<file path="config.mk">
export PLATFORM = sky130hd
export DESIGN_NAME = time_set_buttons
export DESIGN_NICKNAME = d
export VERILOG_FILES = /design/src/rtl/time_set_buttons.sv
export SDC_FILE = /design/constraint.sdc
export NUM_CORES = 1
export LEC_CHECK = 0
export CORE_MARGIN = 4
export CORE_UTILIZATION = 40
export CTS_CLUSTER_DIAMETER = 80
export DETAILED_ROUTE_END_ITERATION = 12
export SLEW_MARGIN = 20
export SYNTH_ARGS = -nofsm -noshare
export SYNTH_HDL_FRONTEND = slang
export SYNTH_SLANG_ARGS = --single-unit
</file>
<file path="constraint.sdc">
create_clock -name i_clk -period 2.35 [get_ports i_clk]
set_input_delay 0.47 -clock i_clk [delete_from_list [all_inputs] [get_ports i_clk]]
set_output_delay 0.47 -clock i_clk [all_outputs]
set_load 0.01 [all_outputs]
</file>
<file path="src/rtl/time_set_buttons.sv">
// Debounced left/up time-set buttons with up auto-repeat.
// Emits single-cycle edit pulses gated by i_enable.
module time_set_buttons #(
  parameter int CLOCK_FREQUENCY  = 27_000_000,
  parameter int DEBOUNCE_DIV     = 100,
  parameter int REPEAT_DELAY_DIV = 2,
  parameter int REPEAT_RATE_DIV  = 8
) (
  input  logic i_clk,
  input  logic i_rst_n,
  input  logic i_btn_left_n,
  input  logic i_btn_up_n,
  input  logic i_enable,
  output logic o_time_left,
  output logic o_time_up,
  output logic o_up_repeating
);

  localparam int DEB_RAW = CLOCK_FREQUENCY / DEBOUNCE_DIV;
  localparam int DLY_RAW = CLOCK_FREQUENCY / REPEAT_DELAY_DIV;
  localparam int RAT_RAW = CLOCK_FREQUENCY / REPEAT_RATE_DIV;
  localparam int DEB = (DEB_RAW < 1) ? 1 : DEB_RAW;
  localparam int DLY = (DLY_RAW < 1) ? 1 : DLY_RAW;
  localparam int RAT = (RAT_RAW < 1) ? 1 : RAT_RAW;
  localparam int TMAX = (DLY > RAT) ? DLY : RAT;
  localparam int DW = $clog2(DEB + 1);
  localparam int TW = $clog2(TMAX + 1);
  localparam logic [DW-1:0] DEB_LAST = DW'(DEB - 1);
  localparam logic [TW-1:0] DLY_LAST = TW'(DLY - 1);
  localparam logic [TW-1:0] RAT_LAST = TW'(RAT - 1);

  typedef enum logic [1:0] {
    IDLE,
    DELAY,
    REPEAT
  } state_t;

  // index 0 = left, index 1 = up; 1 = released
  logic [1:0]    raw;
  logic [1:0]    s1;
  logic [1:0]    s2;
  logic [1:0]    stable;
  logic [1:0]    stable_q;
  logic [1:0]    armed;
  logic [1:0]    warm;
  logic [1:0]    press;
  logic [DW-1:0] cnt [2];

  state_t        state;
  logic [TW-1:0] timer;
  logic          left_pulse;
  logic          up_pulse;
  logic          repeating;

  assign raw   = {i_btn_up_n, i_btn_left_n};
  assign press = armed & stable_q & ~stable;

  // A button must be seen released after reset before it may pulse,
  // so a button held through reset stays silent until re-pressed.
  always_ff @(posedge i_clk or negedge i_rst_n) begin
    if (!i_rst_n) begin
      s1       <= '1;
      s2       <= '1;
      stable   <= '1;
      stable_q <= '1;
      armed    <= '0;
      warm     <= '0;
      for (int i = 0; i < 2; i++) cnt[i] <= '0;
    end else begin
      warm     <= {warm[0], 1'b1};
      s1       <= raw;
      s2       <= s1;
      stable_q <= stable;
      for (int i = 0; i < 2; i++) begin
        if (s2[i] != stable[i]) begin
          if (cnt[i] == DEB_LAST) begin
            stable[i] <= s2[i];
            cnt[i]    <= '0;
          end else begin
            cnt[i] <= cnt[i] + DW'(1);
          end
        end else begin
          cnt[i] <= '0;
        end
        if (warm[1] && s2[i] && stable[i]) armed[i] <= 1'b1;
      end
    end
  end

  always_ff @(posedge i_clk or negedge i_rst_n) begin
    if (!i_rst_n) begin
      state      <= IDLE;
      timer      <= '0;
      left_pulse <= 1'b0;
      up_pulse   <= 1'b0;
      repeating  <= 1'b0;
    end else if (!i_enable) begin
      state      <= IDLE;
      timer      <= '0;
      left_pulse <= 1'b0;
      up_pulse   <= 1'b0;
      repeating  <= 1'b0;
    end else begin
      left_pulse <= press[0];
      up_pulse   <= 1'b0;
      unique case (state)
        IDLE: begin
          repeating <= 1'b0;
          // up press is ignored while left is held
          if (press[1] && stable[0]) begin
            state    <= DELAY;
            timer    <= '0;
            up_pulse <= 1'b1;
          end
        end
        DELAY: begin
          if (stable[1]) begin
            state <= IDLE;
          end else if (timer == DLY_LAST) begin
            state     <= REPEAT;
            timer     <= '0;
            up_pulse  <= 1'b1;
            repeating <= 1'b1;
          end else begin
            timer <= timer + TW'(1);
          end
        end
        REPEAT: begin
          if (stable[1]) begin
            state     <= IDLE;
            repeating <= 1'b0;
          end else if (timer == RAT_LAST) begin
            timer    <= '0;
            up_pulse <= 1'b1;
          end else begin
            timer <= timer + TW'(1);
          end
        end
        default: begin
          state     <= IDLE;
          repeating <= 1'b0;
        end
      endcase
    end
  end

  assign o_time_left    = left_pulse & i_enable;
  assign o_time_up      = up_pulse & i_enable;
  assign o_up_repeating = repeating & i_enable;

endmodule

</file>
==> results of run 1 <==
==> metrics by stage <==
step                      power, W  hold WS, ns
after global placement     0.00155        0.337
after floorplan            0.00148        0.174
after global routing       0.00277       0.0696
after detailed placement   0.00156        0.335
after CTS                  0.00269       0.0557
final                      0.00265       0.0495
==> metal layers <==
metal | wire, µm | up-vias | part of all wire (%)
li1 | - | 1485 | -
met1 | 3920 | 1482 | 50
met5 | 0 | - | 0
met3 | 241 | 14 | 3.1
met4 | 180 | 0 | 2.3
met2 | 3430 | 37 | 44
==> final timing paths <==
| path | start | cells past startpoint | to |
|---|---|---|---|
| setup / recovery | i_enable | 4 | o_time_up |
| hold / removal | i_rst_n | 1 | cnt[6]$_DFF_PN0_ |
| setup reg to reg | timer[15]$_DFFE_PN0P_ | 7 | timer[11]$_DFFE_PN0P_ |
| hold reg to reg | warm[0]$_DFF_PN0_ | 0 | warm[1]$_DFF_PN0_ |
| max in group asynchronous | i_rst_n | 2 | stable_q[1]$_DFF_PN1_ |
| min in group i_clk | warm[0]$_DFF_PN0_ | 0 | warm[1]$_DFF_PN0_ |
==> registers in the layout (all words and copies together) (netlist names) <==
name        count
cnt            38
timer          24
armed           2
s1              2
s2              2
stable          2
stable_q        2
state           2
warm            2
left_pulse      1
repeating       1
up_pulse        1
==> kinds of logic after synthesis <==
| group | Yosys count |
|---|---|
| muxes | 2 |
| other | 1 |
| DFF | 79 |
| and+or+nand+nor | 187 |
| xor gates and xnor gates | 36 |
| adders and majority gates | 7 |
| buffers and inverters | 25 |
| AOI/OAI and AO/OA | 64 |
==> layout by cell type, fill, tap and decap left out, types with 7 or more instances in the layout <==
cell	n
xor2_1	21
and2_1	9
o21ai_0	9
nand4_1	12
clkbuf_8	9
a21oi_1	8
dfstp_2	8
nand3_1	25
a31oi_1	28
nor2_1	49
or2b_1	7
dfrtp_1	71
xnor2_1	15
nand2_1	32
buf_4	18
and3_1	18
inv_1	9
==> what timing repair did <==
item / 4_1_cts / 5_1_grt
hold buffers: 0 / 0
hold endpoints to repair: 0 / 0
buffers inserted: 0 / 1
resized for setup: 0 / 6
endpoints found under the setup margin: 0 / 21
==> final cells by class <==
type | instances | share of cell area, %
multi-input combinational | 297 | 41.5
timing repair buffer | 28 | 5.66
tap | 133 | 3.65
clock buffer | 10 | 2.80
sequential | 79 | 43.6
clock inverter | 6 | 2.06
inverter | 9 | 0.742
==> power breakdown <==
| group | switching [W] | total, W | internal [W] | leakage, nW |
|---|---|---|---|---|
| sequential | 0.0000125 | 0.00139 | 0.00138 | 1.07 |
| clock | 0.000519 | 0.00113 | 0.000608 | 0.107 |
| combinational | 0.0000871 | 0.000136 | 0.0000493 | 0.777 |
==> Yosys cell counts, types with 4 or more instances <==
library cell and n:
a21oi_1 8, a31oi_1 28, and2_1 9, and3_1 18, and4_1 4, clkbuf_1 12, dfrtp_1 71, dfstp_2 8
ha_1 7, inv_1 9, nand2_1 32, nand3_1 25, nand4_1 12, nor2_1 49, nor3_1 4, nor4_1 4
nor4b_1 4, o211ai_1 4, o21ai_0 9, or2b_1 7, xnor2_1 15, xor2_1 21
==> worst reg2reg max path: stages, from the launching register on <==
cell     delay [ns]
dfrtp_1        0.45
nor4b_1        0.44
nand2_1        0.18
nor4b_4        0.39
o22ai_4        0.16
buf_6          0.19
a31oi_1        0.18
o31ai_1        0.09
==> flow_metrics.env, run 1 <==
export IMPL_post_route_period_util_pct=97.1
export IMPL_synthSimpleGateAreaFrac_pct=25.5
export IMPL_async_flop_share_pct=100
export IMPL_clock_tree_root_cell="clkbuf_8"
export IMPL_path_cells="clkdlybuf4s50_1 -> buf_4 -> and2_1 -> clkdlybuf4s50_1"
export IMPL_hold_viol=0
export IMPL_synthFlopType="dfrtp_1"
export IMPL_synth_area_leader_cell="dfrtp_1"
export IMPL_crit_type="primary input to primary output"
export IMPL_synth_cell_types=47
export IMPL_synth_top_family_by_area="simple AND/OR/NAND/NOR gates"
export IMPL_fin_skew_ns=0.0101
export IMPL_synth_fa_ha_area_share_pct=2.21
export IMPL_post_dp_cell_area_mm2=0.00429
export IMPL_critPathMaxStageDelay_ns=0.55
export IMPL_stdcell_count=562
export IMPL_yosysTopAreaCellShare_pct=44.8
export IMPL_grt_max_degree=48
export IMPL_finalInstanceArea_mm2=0.00455
export IMPL_pwr_density_cell_mw_per_mm2=582
export IMPL_synthCells=401
export IMPL_initialDrtViolationCount=144
export IMPL_fin_setup_tns_ns=0
export IMPL_drive_above_1_share_pct=13.5
export IMPL_globalplace_congestion=0.869
export IMPL_leakage_nw=1.95
export IMPL_grt_antenna_before_repair=0
export IMPL_multi_input_area_mm2=0.00189
export IMPL_ir_drop_mv=0.325
export IMPL_syn_cell_area_mm2=0.00397
export IMPL_path_max_fanout=13
export IMPL_outcome="finished, final reports clean"
export IMPL_fin_crit_ns=2.28
export IMPL_grt_busiest_layer="met2"
export IMPL_ys_warnings_count=0
export IMPL_yosysSeqAreaShare_pct=50.1
export IMPL_clock_sinks=79
export IMPL_dp_hpwl_um=5380
export IMPL_drc=0
export IMPL_routedWlPerCell_um=13.8
export IMPL_finalWirelength_um=7770
export IMPL_syn_avg_cell_area_um2=9.89
export IMPL_ys_ff_latch=79
export IMPL_synth_area_leaders="dfrtp_1, dfstp_2, nor2_1, xor2_1, a31oi_1"
export IMPL_core_area_mm2=0.00973
export IMPL_die_area_mm2=0.0116
export IMPL_vias=3018
export IMPL_fillCellCount=950
export IMPL_regArea_mm2=0.00199
export IMPL_cts_tree="done"
export IMPL_clk_path_buf_depth=2
export IMPL_crit_required_ns=1.88
export IMPL_numCtsBuffers=9
export IMPL_r2r_slack_ns=0.15
export IMPL_path_buf_inv=3
export IMPL_syn2layout_area_growth_pct=14.8
export IMPL_clock_latency_ns=0.36
export IMPL_grt_pass1_wl_um=13900
export IMPL_grt_pass1_vias=2850
export IMPL_cp_slowest_cell="clkdlybuf4s50_1"
export IMPL_grt_met2_usage_pct=21.7
export IMPL_die_y_um=108
export IMPL_timing_hold_worst_class="primary input to async pin"
export IMPL_h_tree_depth=3
export IMPL_synth_compound_area_share_pct=10.6
export IMPL_clk_pin_slew_ns=0.09
export IMPL_muxShareOfSynthArea_pct=0.536
export IMPL_post_place_ws_ns=0.0345
export IMPL_finalSetupViolCount=0
export IMPL_setup_ws_ns=0.0676
export IMPL_io_pins=8
export IMPL_endpoint_kind="primary output"
export IMPL_timing_final_max_slew_violations=0
export IMPL_overflow=0
export IMPL_fmax_mhz=438
export IMPL_synth_xor_area_share_pct=7.95
export IMPL_use_met3_pct=2.52
export IMPL_dpl_cell_count=545
export IMPL_synth_edf_count=0
export IMPL_ant_nets=0
export IMPL_cp_common_cell="clkdlybuf4s50_1"
export IMPL_grtUsageMet1_pct=21.4
export IMPL_grt_usage_pct=14.9
export IMPL_diodes=0
export IMPL_start_util_pct=40.8
export IMPL_vias_per_cell=5.37
export IMPL_critPathArrivalTime_ns=1.81
export IMPL_io_buffer_count=7
export IMPL_die_width_um=108
export IMPL_drv_cap=0
export IMPL_dr_pass1_iters=4
export IMPL_fin_util_pct=46.8
export IMPL_syn_nets=413
export IMPL_placementRows=36
export IMPL_cp_start_kind="primary input"
export IMPL_layout_nets=436
export IMPL_cp_top_family="buffers and inverters"
(Power assumes the default switching activity.)
==> inputs of run 2 (changes only) <==
- CAP_MARGIN: not set -> 20
==> results of run 2 <==
Same layout as run 1: the final DEF is identical, and so are final timing and power.
